<file path="src/rtl/rr_mux_arbiter.sv">
`default_nettype none
// ============================================================================
//  Module   : rr_mux_arbiter
//  Brief    : Round-robin arbiter sharing a 4:1 single-bit mux among four
//             requesters. Registered one-hot grant, registered mux selects,
//             registered qualified data output, bounded hold per owner.
//  Revision : 1.0  initial release
// ============================================================================
module rr_mux_arbiter #(
  parameter int MAX_HOLD = 4  // 1..15 consecutive grant cycles while others wait
) (
  input  logic       clk,
  input  logic       rst_n,
  input  logic [3:0] req,
  input  logic       d0,
  input  logic       d1,
  input  logic       d2,
  input  logic       d3,
  output logic [3:0] gnt,
  output logic       s1,
  output logic       s0,
  output logic       out,
  output logic       out_valid
);

  typedef enum logic [0:0] {
    IDLE  = 1'b0,
    GRANT = 1'b1
  } state_t;

  localparam logic [3:0] c_max_hold = 4'(MAX_HOLD);

  state_t     state_q, state_d;
  logic [1:0] owner_q, owner_d;
  logic [1:0] ptr_q, ptr_d;
  logic [3:0] hold_cnt_q, hold_cnt_d;
  logic [3:0] gnt_q, gnt_d;
  logic [1:0] sel_q, sel_d;
  logic       out_q, out_d;
  logic       out_valid_q, out_valid_d;

  logic [3:0] others;
  logic [3:0] data_vec;
  logic [1:0] winner;
  logic       take;

  // First set bit of v scanning p, p+1, p+2, p+3 (mod 4); returns p when v is empty.
  function automatic logic [1:0] rr_pick(input logic [3:0] v, input logic [1:0] p);
    logic [1:0] idx;
    rr_pick = p;
    for (int i = 3; i >= 0; i--) begin
      idx = p + 2'(i);
      if (v[idx]) rr_pick = idx;
    end
  endfunction

  assign data_vec = {d3, d2, d1, d0};
  assign others   = req & ~(4'b0001 << owner_q);

  // Next-state: arbitration decision, then a single shared "take new owner" update.
  always_comb begin
    state_d    = state_q;
    owner_d    = owner_q;
    ptr_d      = ptr_q;
    hold_cnt_d = hold_cnt_q;
    gnt_d      = gnt_q;
    sel_d      = sel_q;
    winner     = 2'd0;
    take       = 1'b0;

    case (state_q)
      IDLE: begin
        gnt_d = 4'b0000;
        if (|req) begin
          winner = rr_pick(req, ptr_q);
          take   = 1'b1;
        end
      end
      GRANT: begin
        if (!req[owner_q]) begin
          if (|others) begin
            // ptr already sits at owner+1, so no idle gap on handover
            winner = rr_pick(others, ptr_q);
            take   = 1'b1;
          end else begin
            state_d    = IDLE;
            gnt_d      = 4'b0000;
            hold_cnt_d = 4'd0;
          end
        end else if ((hold_cnt_q == c_max_hold) && (|others)) begin
          winner = rr_pick(others, ptr_q);
          take   = 1'b1;
        end else if (hold_cnt_q != c_max_hold) begin
          hold_cnt_d = hold_cnt_q + 4'd1;
        end
      end
      default: begin
        state_d = IDLE;
        gnt_d   = 4'b0000;
      end
    endcase

    if (take) begin
      state_d    = GRANT;
      owner_d    = winner;
      sel_d      = winner;
      gnt_d      = 4'b0001 << winner;
      hold_cnt_d = 4'd1;
      ptr_d      = winner + 2'd1;
    end
  end

  // Datapath: capture the selected bit only while a grant is registered.
  always_comb begin
    out_d       = out_q;
    out_valid_d = |gnt_q;
    if (|gnt_q) out_d = data_vec[sel_q];
  end

  // State and output registers, cleared asynchronously.
  always_ff @(posedge clk or negedge rst_n) begin
    if (!rst_n) begin
      state_q     <= IDLE;
      owner_q     <= 2'd0;
      ptr_q       <= 2'd0;
      hold_cnt_q  <= 4'd0;
      gnt_q       <= 4'b0000;
      sel_q       <= 2'd0;
      out_q       <= 1'b0;
      out_valid_q <= 1'b0;
    end else begin
      state_q     <= state_d;
      owner_q     <= owner_d;
      ptr_q       <= ptr_d;
      hold_cnt_q  <= hold_cnt_d;
      gnt_q       <= gnt_d;
      sel_q       <= sel_d;
      out_q       <= out_d;
      out_valid_q <= out_valid_d;
    end
  end

  assign gnt       = gnt_q;
  assign s1        = sel_q[1];
  assign s0        = sel_q[0];
  assign out       = out_q;
  assign out_valid = out_valid_q;

endmodule
`default_nettype wire

</file>
<file path="config.mk">
export PLATFORM = sky130hd
export DESIGN_NAME = rr_mux_arbiter
export DESIGN_NICKNAME = d
export VERILOG_FILES = /design/src/rtl/rr_mux_arbiter.sv
export SDC_FILE = /design/constraint.sdc
export NUM_CORES = 1
export LEC_CHECK = 0
export BUFFER_PORTS_ARGS = -buffer_cell sky130_fd_sc_hd__buf_2
export CAP_MARGIN = 20
export CORE_MARGIN = 2
export CORE_UTILIZATION = 30
export DETAILED_ROUTE_END_ITERATION = 10
export PLACE_DENSITY_LB_ADDON = 0.05
export SETUP_SLACK_MARGIN = 0.1
export SYNTH_ARGS = -nofsm -noshare
export SYNTH_HDL_FRONTEND = slang
export SYNTH_SLANG_ARGS = --single-unit
</file>
<file path="constraint.sdc">
create_clock -name clk -period 4.2 [get_ports clk]
set_input_delay 0.84 -clock clk [delete_from_list [all_inputs] [get_ports clk]]
set_output_delay 0.84 -clock clk [all_outputs]
set_load 0.02 [all_outputs]
</file>
## Word level (Yosys, flattened, before mapping)

Index checks and enable logic that the tools add are counted.

- Add/sub/neg operators: 5
- Magnitude comparators: 5
- Equal/unequal tests: 7
- Shifts and indexed selects: 2
- Muxes and demuxes: 50
- Bitwise gates (word level): 3
- Reduce and logical (&&, ||, !) cells: 7

Operators with widths:

| kind | count |
|---|---|
| 4-bit 2-to-1 mux | 8 |
| 2-bit 2-to-1 mux | 12 |
| 1-bit binary-select mux with 2-bit select | 10 |
| 1-bit 2-to-1 mux | 17 |
| 2-bit by 3-bit < comparator with 1-bit output, second input constant | 5 |
| 3-bit != test, second input constant | 4 |
| 4-bit OR reduction | 3 |
| 4-bit case mux with 2 select lines | 1 |
| 1-bit by 2-bit left shift with 4-bit output, first input constant | 2 |
| 2-bit by 1-bit adder with 2-bit output, second input constant | 2 |
| 2-bit adder, second input constant | 2 |
| 4-bit by 1-bit adder with 4-bit output, second input constant | 1 |
| 4-bit AND | 1 |
| 4-bit by 3-bit == test with 1-bit output, second input constant | 1 |
| 4-bit by 3-bit != test with 1-bit output, second input constant | 1 |
| 4-bit inverter | 1 |
| 2-bit case mux with 2 select lines | 1 |
| 4-bit AND reduction | 1 |
| 3-bit by 2-bit != test with 1-bit output, second input constant | 1 |
| 1-bit case mux with 2 select lines | 1 |
| 2-bit AND reduction | 1 |
| 2-bit nonzero test | 1 |
| 1-bit logical AND | 1 |
| 1-bit inverter | 1 |

- Bits in registers: 15
- Bits of input ports: 10

## Depth between registers and ports, before layout

Gate-level depths: netlist of the first run.

- Depth in word-level cells: 14
- Depth in mapped cells: 10

## Worst setup path after synthesis of the first run

OpenSTA, ideal clock, no wires.

- Path type: input port to flip-flop
- Start point: input req[3]
- End point: register gnt_q[0], in the netlist gnt[0]
- Library setup time: 0.121 ns
- Arrival: 2.568 ns
- Data required time: 4.079 ns
- Setup slack: 1.511 ns
- Cell stages on the path: 8
- Path through: mux4_2 and2_4 or3_4 a21o_1 o21bai_2 inv_1 ha_1 a22o_1

- Longest elaborated chain between the ends: 12

RTL lines:

| element | line | RTL |
|---|---|---|
| start, declared | 14 | `input logic [3:0] req,` |
| 4-bit AND | 58 | `assign others = req & ~(4'b0001 << owner_q);` |
| 1-bit binary-select mux with 2-bit select | 53 | `if (v[idx]) rr_pick = idx;` |
| 1-bit 2-to-1 mux (not written as such) | 53 |  |
| 2-bit 2-to-1 mux (4 in a row) | 53 |  |
| 2-bit 2-to-1 mux, on equally long branches | 81, 90 |  |
| 2-bit 2-to-1 mux | 80 | `if (!req[owner_q]) begin` |
| 2-bit case mux with 2 select lines * | 71 | `case (state_q)` |
| via winner[0] | 44 | `logic [1:0] winner;` |
| 1-bit by 2-bit left shift with 4-bit output * | 107 | `gnt_d = 4'b0001 << winner;` |
| 4-bit 2-to-1 mux * | 103 | `if (take) begin` |
| end signal, assigned | 136 | `gnt_q <= gnt_d;` |
| end, declared | 37 | `logic [3:0] gnt_q, gnt_d;` |

The timed path passes the listed nets; every way through them passes the cells marked *. The select of a mux whose other input is x is not followed.
A chain may end at the register's enable or synchronous reset.

## Final worst setup path of the first run

- Start point: input req[1]
- End point: register gnt_q[2], in the netlist gnt[2]

Same word-level chain as after synthesis.

==> results of run 1 <==
==> path summary, 6_finish.rpt <==
path | start | endpoint | depth (start not counted)
hold / removal | rst_n | hold_cnt_q[1] | 1
hold reg to reg | out | out | 1
max in group asynchronous | rst_n | state_q | 1
setup / recovery | req[1] | gnt[2] | 9
setup reg to reg | sel_q[1] | gnt[2] | 8
min in group clk | out | out | 1
==> stage by stage <==
step	power [mW]	utilization	setup slack, ns	std cells	cell area, um^2
3_5_place_dp	0.884	0.338	1.16	205	1350
2_1_floorplan	0.742	-	1.51	148	1250
3_3_place_gp	0.899	0.338	1.15	205	1350
5_1_grt	1.11	0.350	1.27	209	1400
6_report	0.999	0.350	1.42	209	1400
4_1_cts	1.01	0.350	1.43	209	1400
==> state kept, by name, indices dropped and copies added, names as in the netlist <==
register    count
out_valid       1
hold_cnt_q      4
gnt             4
state_q         1
sel_q           2
ptr_q           2
out             1
==> power by group <==
| part | internal [mW] | switching (mW) | total (mW) |
|---|---|---|---|
| clock | 0.0665 | 0.0509 | 0.117 |
| sequential | 0.203 | 0.102 | 0.305 |
| combinational | 0.257 | 0.319 | 0.577 |
==> critical path, stage by stage <==
cell and delay, ns:
buf_2 0.18, mux4_2 0.49, and2_4 0.17, or3_4 0.36, a21o_1 0.18, o21bai_2 0.21, inv_1 0.09, ha_1 0.19
a22o_1 0.20
==> kinds of logic (layout without fill, tap and decap cells) <==
logic type / count (synthesis) / count (layout)
compound gates: 54 / 54
simple gates: 46 / 46
buf+inv: 21 / 32
fa+ha+maj: 7 / 7
mux: 5 / 5
flops: 15 / 15
==> final cells by class <==
class,instances,area (um^2)
clock buffers,3,41.3
repair buffers,17,85.1
well taps,50,62.6
clock inverters,1,7.51
fillers,438,2600
flip-flops and latches,15,375
multi-input cells,112,786
inverters,11,41.3
==> layer usage <==
metal,global-route usage,routed length (um),vias to the layer above
li1,-,-,573
met1,0.210,1440,552
met2,0.233,1420,37
met3,0.0422,214,4
met4,0.0500,24,0
met5,0,0,-
==> Yosys cell counts (2+ instances only) <==
cell       n  area, um^2
buf_2      4        20.0
a21oi_1   12        60.1
o21bai_1   3        22.5
o21ai_0    9        45.0
nand3_1    6        30.0
o311ai_0   2        17.5
nand2b_1   5        31.3
dfrtp_1   15         375
nor2b_1    2        12.5
a21boi_0   2        15.0
a311oi_1   2        17.5
clkbuf_1   5        18.8
mux4_2     2        45.0
a22o_1     6        52.6
or4_1      2        15.0
a21o_1     3        22.5
o221ai_1   2        17.5
nand2_1   12        45.0
nor4_1     2        12.5
ha_1       6        75.1
mux2i_1    2        20.0
o22ai_1    3        18.8
o211ai_1   2        15.0
nor2_1     7        26.3
inv_1     11        41.3
==> impl_results.md, run 1 <==
- Gr usage total: 0.153
- Routability cong.: 0.789
- Synthesized area: 1250 um^2
- Proportion of layout cells with a drive suffix above 1: 0.189
- Fin Hold WS: 0.488 ns
- Asr flop ratio synth: 1.00
- Final setup viols: 0
- Post-synth EDFFs: 0
- Tcrit/Tclk final: 0.663
- Leading register cell type out of synthesis: dfrtp_1
- Final min period: 2.78 ns
- Ys Warns: 0
- Initial Utilization: 0.312
- Post-DP HPWL: 2360 um
- First-pass GRT wire length: 5470 um
- Mux cell area share after synthesis: 0.0611
- Post-Synth Adder-Cell Area: 0.0681
- Initial antenna violation count: 0
- Startpoint types: input port
- Post-synthesis xor/xnor area fraction: 0
- IO Port Bufs: 17
- Largest family of logic cells by synthesized area: compound AO/OA/AOI/OAI gates
- Simple-gate share of the synthesized area: 0.197
- Post-CTS setup buffers: 0
- Most common cell after layout, fill and taps aside: buf_2
- Skew final: 0.00359 ns
- Syn_nets: 164
- Setup TNS: 0 ns
- Leakage: 0.608 nW
- WP data required: 4.34 ns
- CORE AREA: 4000 um^2
- Sequential area share after synthesis: 0.301
- PostCTS Resize Cnt: 0
- Post-Syn Instances: 148
- CP arrival: 2.92 ns
- GRT Residual Overflow: 0
- Clk buf depth: 2
- Crit Path Class: input port to register
- Cell row count: 23
- TritonCTS buffer count: 3
- Initial DRT Pass Iterations: 4
- Hold Fails Final Rpt: 0
- Status: completed
- Fin. max-slew vios: 0
- Yosys cell types: 46
- CP max FO: 15
- Worst vdd ir: 0.278 mV
- Setup repair after global routing missed its margin: false
- Clock sink total: 15
- Vias in the first global route: 1184
- TritonCTS clock tree: yes
- Crit path capture type: register
- HP Class: input port to asynchronous set/reset pin
- Vias after detailed routing: 1166
- Area delta synth->final: 12.0%
- Most frequent cells in the layout: buf_2 (17), dfrtp_1 (15), nand2_1 (12), a21oi_1 (12), inv_1 (11)
- Synth Area in Compound Gates: 0.303
- # nets final: 176
- Via-to-Cell Ratio: 5.58
- Die Footprint: 4690 um^2
- ANT nets after route: 0
- Routed WL per cell: 14.8 um
- Max-slew headroom: 0.579
- Die width: 68.5 um
- CTS Root Cell: clkbuf_8
- Syn_area_per_cell: 8.44 um^2
- FF-to-FF setup slack: 1.51 ns
- FF+latch count, synth: 15
- # hold bufs at CTS: 0
- Pwr/cell area: 714 nW/um^2
- DRC violation total after the first TritonRoute iteration: 64
- Max cap viols: 0
- Clk_lat worst skew: 0.25 ns
- Worst-margin pin slew: 0.627 ns
- # IOs: 18
- Largest net degree at the start of global routing: 18
- # DRC: 0
- Diodes inserted: 0
- Die Y-Extent: 68.5 um
- Final wirelength: 3100 um
- Peak Freq: 359 MHz
- Clk slew on worst S/H paths: 0.06 ns
- CTS H-Tree Depth: 1
Note: power is estimated with default switching activity, not from simulation.
==> inputs of run 2 (changes only) <==
==> constraint.sdc (replaced) <==
create_clock -name clk -period 2.9 [get_ports clk]
set_input_delay 0.58 -clock clk [delete_from_list [all_inputs] [get_ports clk]]
set_output_delay 0.58 -clock clk [all_outputs]
set_load 0.02 [all_outputs]
==> impl_results.md, run 2 (same netlist as run 1, synthesis figures left out) <==
- Initial DRT Pass Iterations: 4 (unchanged)
- Routability cong.: 0.834 (+5.7%)
- # nets final: 183 (+4.0%)
- Via-to-Cell Ratio: 5.61 (+0.49%)
- ANT nets after route: 0 (unchanged)
- # IOs: 18 (unchanged)
- TritonCTS clock tree: yes
- WP data required: 3.03 ns (-1.31 ns)
- Clock sink total: 15 (unchanged)
- Largest net degree at the start of global routing: 17 (-1)
- Cell row count: 23 (unchanged)
- Crit Reg-Reg Startpoint: sel_q[1]
- Fin. max-slew vios: 0 (unchanged)
- Setup repair after global routing missed its margin: false
- DR WL met2: 1600 um (+12%)
- Worst vdd ir: 0.407 mV (+47%)
- Crit Path Class: register to register
- Most common cell after layout, fill and taps aside: buf_2
- Vias after detailed routing: 1211 (+3.9%)
- Pre-CTS WS: 0.168 ns (-0.990 ns)
- Startpoint types: register
- First-pass GRT wire length: 5750 um (+5.0%)
- Clk buf depth: 2 (unchanged)
- Initial antenna violation count: 0 (unchanged)
- Highest routing layer actually used: met4
- # DRC: 0 (unchanged)
- Clk_lat worst skew: 0.25 ns (about the same)
- Clk slew on worst S/H paths: 0.06 ns (about the same)
- Final wirelength: 3340 um (+7.6%)
- Peak Freq: 391 MHz
- Area delta synth->final: 15.9%
- Slowest-stage cell, CP: mux4_2
- Most frequent cells in the layout: buf_2 (17), dfrtp_1 (15), nand2_1 (12), a21oi_1 (12), inv_1 (11)
- # hold bufs at CTS: 0 (unchanged)
- Sw frac: 0.468 (-0.00459)
- CTS H-Tree Depth: 1 (unchanged)
- Die Footprint: 4690 um^2 (unchanged)
- CP arrival: 2.69 ns (-0.23 ns)
- Capturing point of the worst reg2reg path: gnt[2]
- Final setup margin: 0.345 ns (-1.07 ns)
- Post-CTS setup buffers: 0 (unchanged)
- Diodes inserted: 0 (unchanged)
- Skew final: 0.00332 ns (-0.000272 ns)
- Slowest Stage Delay on Critical Path: 0.55 ns (+0.06 ns)
- FF-to-FF setup slack: 0.35 ns (-1.16 ns)
- Tcrit/Tclk final: 0.881
- Combinational Power Share: 0.593 (+0.016)
- Flop pwr share: 0.291 (-0.014)
- Proportion of layout cells with a drive suffix above 1: 0.217 (+0.0282)
- Post-DP HPWL: 2510 um (+6.7%)
- Leakage: 0.644 nW (+5.8%)
- DRC violation total after the first TritonRoute iteration: 83 (+30%)
- Setup TNS: 0 ns (unchanged)
- Final setup viols: 0 (unchanged)
- Cell Int Power: 0.788 mW (+49%)
- Psw: 0.693 mW (+47%)
- Final min period: 2.55 ns
- Worst-margin pin slew: 0.535 ns (-0.0916 ns)
- PostCTS Resize Cnt: 0 (unchanged)
- Pwr/cell area: 1020 nW/um^2 (+43%)
- Initial Utilization: 0.312 (unchanged)
- CTS Root Cell: clkbuf_8
- IO Port Bufs: 17 (unchanged)
- Clock share of power: 0.115 (-0.002)
- CORE AREA: 4000 um^2 (unchanged)
- Crit path capture type: register
- Max-slew headroom: 0.642 (+0.0637)
- Cell Chain, Critical Path: mux4_2 -> and2_4 -> or3_4 -> a21o_1 -> o21bai_2 -> inv_1 -> ha_1 -> a22o_1
- GRT Residual Overflow: 0 (unchanged)
- HP Class: input port to asynchronous set/reset pin
- Total power draw: 1.48 mW (+48%)
- Status: completed
- Max cap viols: 0 (unchanged)
- Worst reg-to-reg path cell count: 8 (unchanged)
- TritonCTS buffer count: 3 (unchanged)
- Met1 Wirelength: 1560 um (+8.2%)
- Die Y-Extent: 68.5 um (unchanged)
- Die width: 68.5 um (unchanged)
- Hold Fails Final Rpt: 0 (unchanged)
- Routed WL per cell: 15.4 um (+4.1%)
- Met3 WL: 153 um (-29%)
- Vias in the first global route: 1218 (+2.9%)
- CP max FO: 7 (-8)
- Gr usage total: 0.161 (+0.00772)
==> run 2: cell types whose count changed in the layout (fill, tap and decap cells not counted) <==
| cell | delta |
|---|---|
| buf_4 | +7 |
| clkbuf_1 | +1 |
| clkinvlp_4 | -1 |
==> run 2: area by class of cell <==
class	instances	area [um^2]
Sequential cell	15	375
Inverter	11	41.3
Timing Repair Buffer	24	138
Clock buffer	4	45.0
Fill cell	428	2550
Multi-Input combinational cell	112	786
Tap cell	50	62.6
==> run 2: routing by layer <==
metal  up-vias  GRT usage
met5         -          0
met4         0     0.0350
met3         4     0.0357
met2        36      0.256
met1       586      0.223
li1        585          -
==> run 2: worst max-delay path: cells and delay by family, from the launching register on <==
family / cells / cell delay, ns
buf+inv: 1 / 0.09
compound gates: 3 / 0.60
simple gates: 2 / 0.52
mux: 1 / 0.55
fa+ha+maj: 1 / 0.18
flops: 1 / 0.49
==> run 2: per-stage QoR <==
stage,util,std cells,hold WS (ns),instance area (um^2)
6_report,0.362,216,0.230,1450
5_1_grt,0.362,216,0.248,1450
4_1_cts,0.362,216,0.240,1450
3_5_place_dp,0.351,212,0.510,1400
3_3_place_gp,0.351,212,0.493,1400
2_1_floorplan,-,148,0.284,1250
==> run 2: worst max-delay path by stage <==
stage / start / to / slack (ns) / depth (start not counted)
2_1_floorplan: req[3] / gnt[2] / 0.47 / 8
3_3_place_gp: req[0] / gnt[2] / 0.20 / 9
3_5_place_dp: req[0] / gnt[2] / 0.17 / 9
4_1_cts: sel_q[1] / gnt[2] / 0.32 / 8
5_1_grt: sel_q[1] / gnt[1] / 0.20 / 7
6_report: sel_q[1] / gnt[2] / 0.35 / 8
==> run 2: power groups by stage <==
| stage | Combinational (mW) | Clock [mW] | Sequential, mW |
|---|---|---|---|
| floorplan | 0.657 | 0 | 0.418 |
| global placement | 0.888 | 0 | 0.433 |
| detailed placement | 0.878 | 0 | 0.433 |
| CTS | 0.885 | 0.181 | 0.429 |
| global route | 0.994 | 0.188 | 0.451 |
| finish | 0.878 | 0.171 | 0.431 |
==> inputs of run 3 (changes only) <==
==> constraint.sdc (replaced) <==
create_clock -name clk -period 3.05 [get_ports clk]
set_input_delay 0.61 -clock clk [delete_from_list [all_inputs] [get_ports clk]]
set_output_delay 0.61 -clock clk [all_outputs]
set_load 0.02 [all_outputs]
==> impl_results.md, run 3 (same netlist as run 1, synthesis figures left out) <==
- Pwr/cell area: 984 nW/um^2 (-3.7%)
- Most common cell after layout, fill and taps aside: buf_2
- Initial DRT Pass Iterations: 4 (unchanged)
- Sequential cell area: 375 um^2 (unchanged)
- Die width: 68.5 um (unchanged)
- CP arrival: 2.78 ns (+0.09 ns)
- Pre-CTS WS: 0.210 ns (+0.0417 ns)
- Setup repair after global routing missed its margin: false
- Vias after detailed routing: 1224 (+1.1%)
- Flop pwr share: 0.290 (about the same)
- Clock sink total: 15 (unchanged)
- Area delta synth->final: 15.0%
- Peak Freq: 378 MHz (-3.5%)
- Multi-input gate area: 786 um^2 (unchanged)
- Status: completed
- Max-slew headroom: 0.658 (+0.0157)
- Slowest-stage cell, CP: dfrtp_1
- Worst vdd ir: 0.418 mV (+2.6%)
- Crit Reg-Reg Startpoint: sel_q[0]
- Total power draw: 1.41 mW (-4.5%)
- Clock share of power: 0.121 (+0.006)
- Psw: 0.673 mW (-2.8%)
- WP data required: 3.18 ns (+0.15 ns)
- CTS H-Tree Depth: 1 (unchanged)
- Cell Int Power: 0.740 mW (-6.0%)
- Post-CTS setup buffers: 0 (unchanged)
- TritonCTS clock tree: yes
- Non-filler instance count after layout: 214 (-0.93%)
- Setup TNS: 0 ns (unchanged)
- CTS Root Cell: clkbuf_8
- Die Y-Extent: 68.5 um (unchanged)
- Crit Path Class: register to register
- Die Footprint: 4690 um^2 (unchanged)
- IO Port Bufs: 17 (unchanged)
- Initial Utilization: 0.312 (unchanged)
- PostCTS Resize Cnt: 0 (unchanged)
- Final min period: 2.65 ns (+0.0930 ns)
- Initial antenna violation count: 0 (unchanged)
- Via-to-Cell Ratio: 5.72 (+2.0%)
- CP top delay family: compound AO/OA/AOI/OAI gates
- Post-layout util: 0.359 (-0.00282)
- # DRC: 0 (unchanged)
- Final wirelength: 3310 um (-0.69%)
- Clk_lat worst skew: 0.25 ns (about the same)
- # nets final: 181 (-1.1%)
- Fin Hold WS: 0.263 ns (+0.0325 ns)
- FF-to-FF setup slack: 0.40 ns (+0.06 ns)
- Routability cong.: 0.844 (+1.2%)
- Skew final: 0.00606 ns (+0.00274 ns)
- Routed WL per cell: 15.5 um (+0.24%)
- Max cap viols: 0 (unchanged)
- Leakage: 0.633 nW (-1.7%)
- HP Class: input port to asynchronous set/reset pin
- Area after DPL: 1390 um^2 (-1.1%)
- CP Buf/Inv Count: 0 (-1)
- Clk slew on worst S/H paths: 0.07 ns (about the same)
- Clk buf depth: 2 (unchanged)
- Gr usage total: 0.154 (-0.00749)
- Hold Fails Final Rpt: 0 (unchanged)
- Worst reg-to-reg path cell count: 8 (unchanged)
- Slowest Stage Delay on Critical Path: 0.57 ns (+0.02 ns)
- CORE AREA: 4000 um^2 (unchanged)
- Startpoint types: register
- Cell Chain, Critical Path: o21ai_0 -> o22ai_1 -> o311ai_0 -> a21boi_1 -> o21bai_2 -> ha_1 -> nand2_1 -> o21ai_0
- Diodes inserted: 0 (unchanged)
- Critical Path Most Common Cell: o21ai_0
- Fillers: 435 (+1.6%)
- Proportion of layout cells with a drive suffix above 1: 0.213 (-0.00345)
- Largest net degree at the start of global routing: 16 (-1)
- Final setup viols: 0 (unchanged)
- ANT nets after route: 0 (unchanged)
- Cell row count: 23 (unchanged)
- DRC violation total after the first TritonRoute iteration: 87 (+4.8%)
- # hold bufs at CTS: 0 (unchanged)
- CP max FO: 14 (+7)
- Vias in the first global route: 1169 (-4.0%)
- Sw frac: 0.476 (+0.00843)
- First-pass GRT wire length: 5410 um (-5.9%)
- Capturing point of the worst reg2reg path: ptr_q[1]
- Placed cells: 210 (-0.94%)
- Combinational Power Share: 0.589 (-0.004)
- Post-route cell area: 1440 um^2 (-0.78%)
- Most frequent cells in the layout: buf_2 (17), dfrtp_1 (15), nand2_1 (12), a21oi_1 (12), inv_1 (11)
- WP depth: 8 (unchanged)
- GRT Residual Overflow: 0 (unchanged)
- TritonCTS buffer count: 3 (unchanged)
- # IOs: 18 (unchanged)
- Post-DP HPWL: 2520 um (+0.21%)
- Crit path capture type: register
- Final setup margin: 0.402 ns (+0.0570 ns)
- Fin. max-slew vios: 0 (unchanged)
- Tcrit/Tclk final: 0.868 (-0.0128)
- Worst-margin pin slew: 0.507 ns (-0.0283 ns)
==> run 3: cell type report <==
cell class / instances / area share
Clock inverter: 1 / 0.00523
Clock buffer: 3 / 0.0287
Multi-Input combinational cell: 112 / 0.547
Tap cell: 50 / 0.0436
Inverter: 11 / 0.0287
Sequential cell: 15 / 0.261
Timing Repair Buffer: 22 / 0.0854
==> run 3: worst max path at each step <==
stage               startpoint       end  slack [ns]
finish                sel_q[0]  ptr_q[1]        0.40
global route          sel_q[0]  ptr_q[1]        0.22
CTS                   sel_q[0]    gnt[2]        0.43
detailed placement      req[0]    gnt[2]        0.21
global placement        req[0]    gnt[2]        0.26
floorplan               req[3]    gnt[2]        0.59
==> run 3: power by group through the flow <==
stage	clock (mW)	sequential, mW	combinational (mW)
3_3_place_gp	0	0.414	0.840
5_1_grt	0.184	0.427	0.932
2_1_floorplan	0	0.397	0.624
6_report	0.171	0.410	0.833
4_1_cts	0.172	0.408	0.836
3_5_place_dp	0	0.413	0.829
==> run 3: per-layer routing <==
layer | up-vias | track usage | routed length (um)
met5 | - | 0 | 0
met4 | 0 | 0.0450 | 44
met3 | 6 | 0.0390 | 197
met2 | 40 | 0.243 | 1510
met1 | 594 | 0.206 | 1560
li1 | 584 | - | -
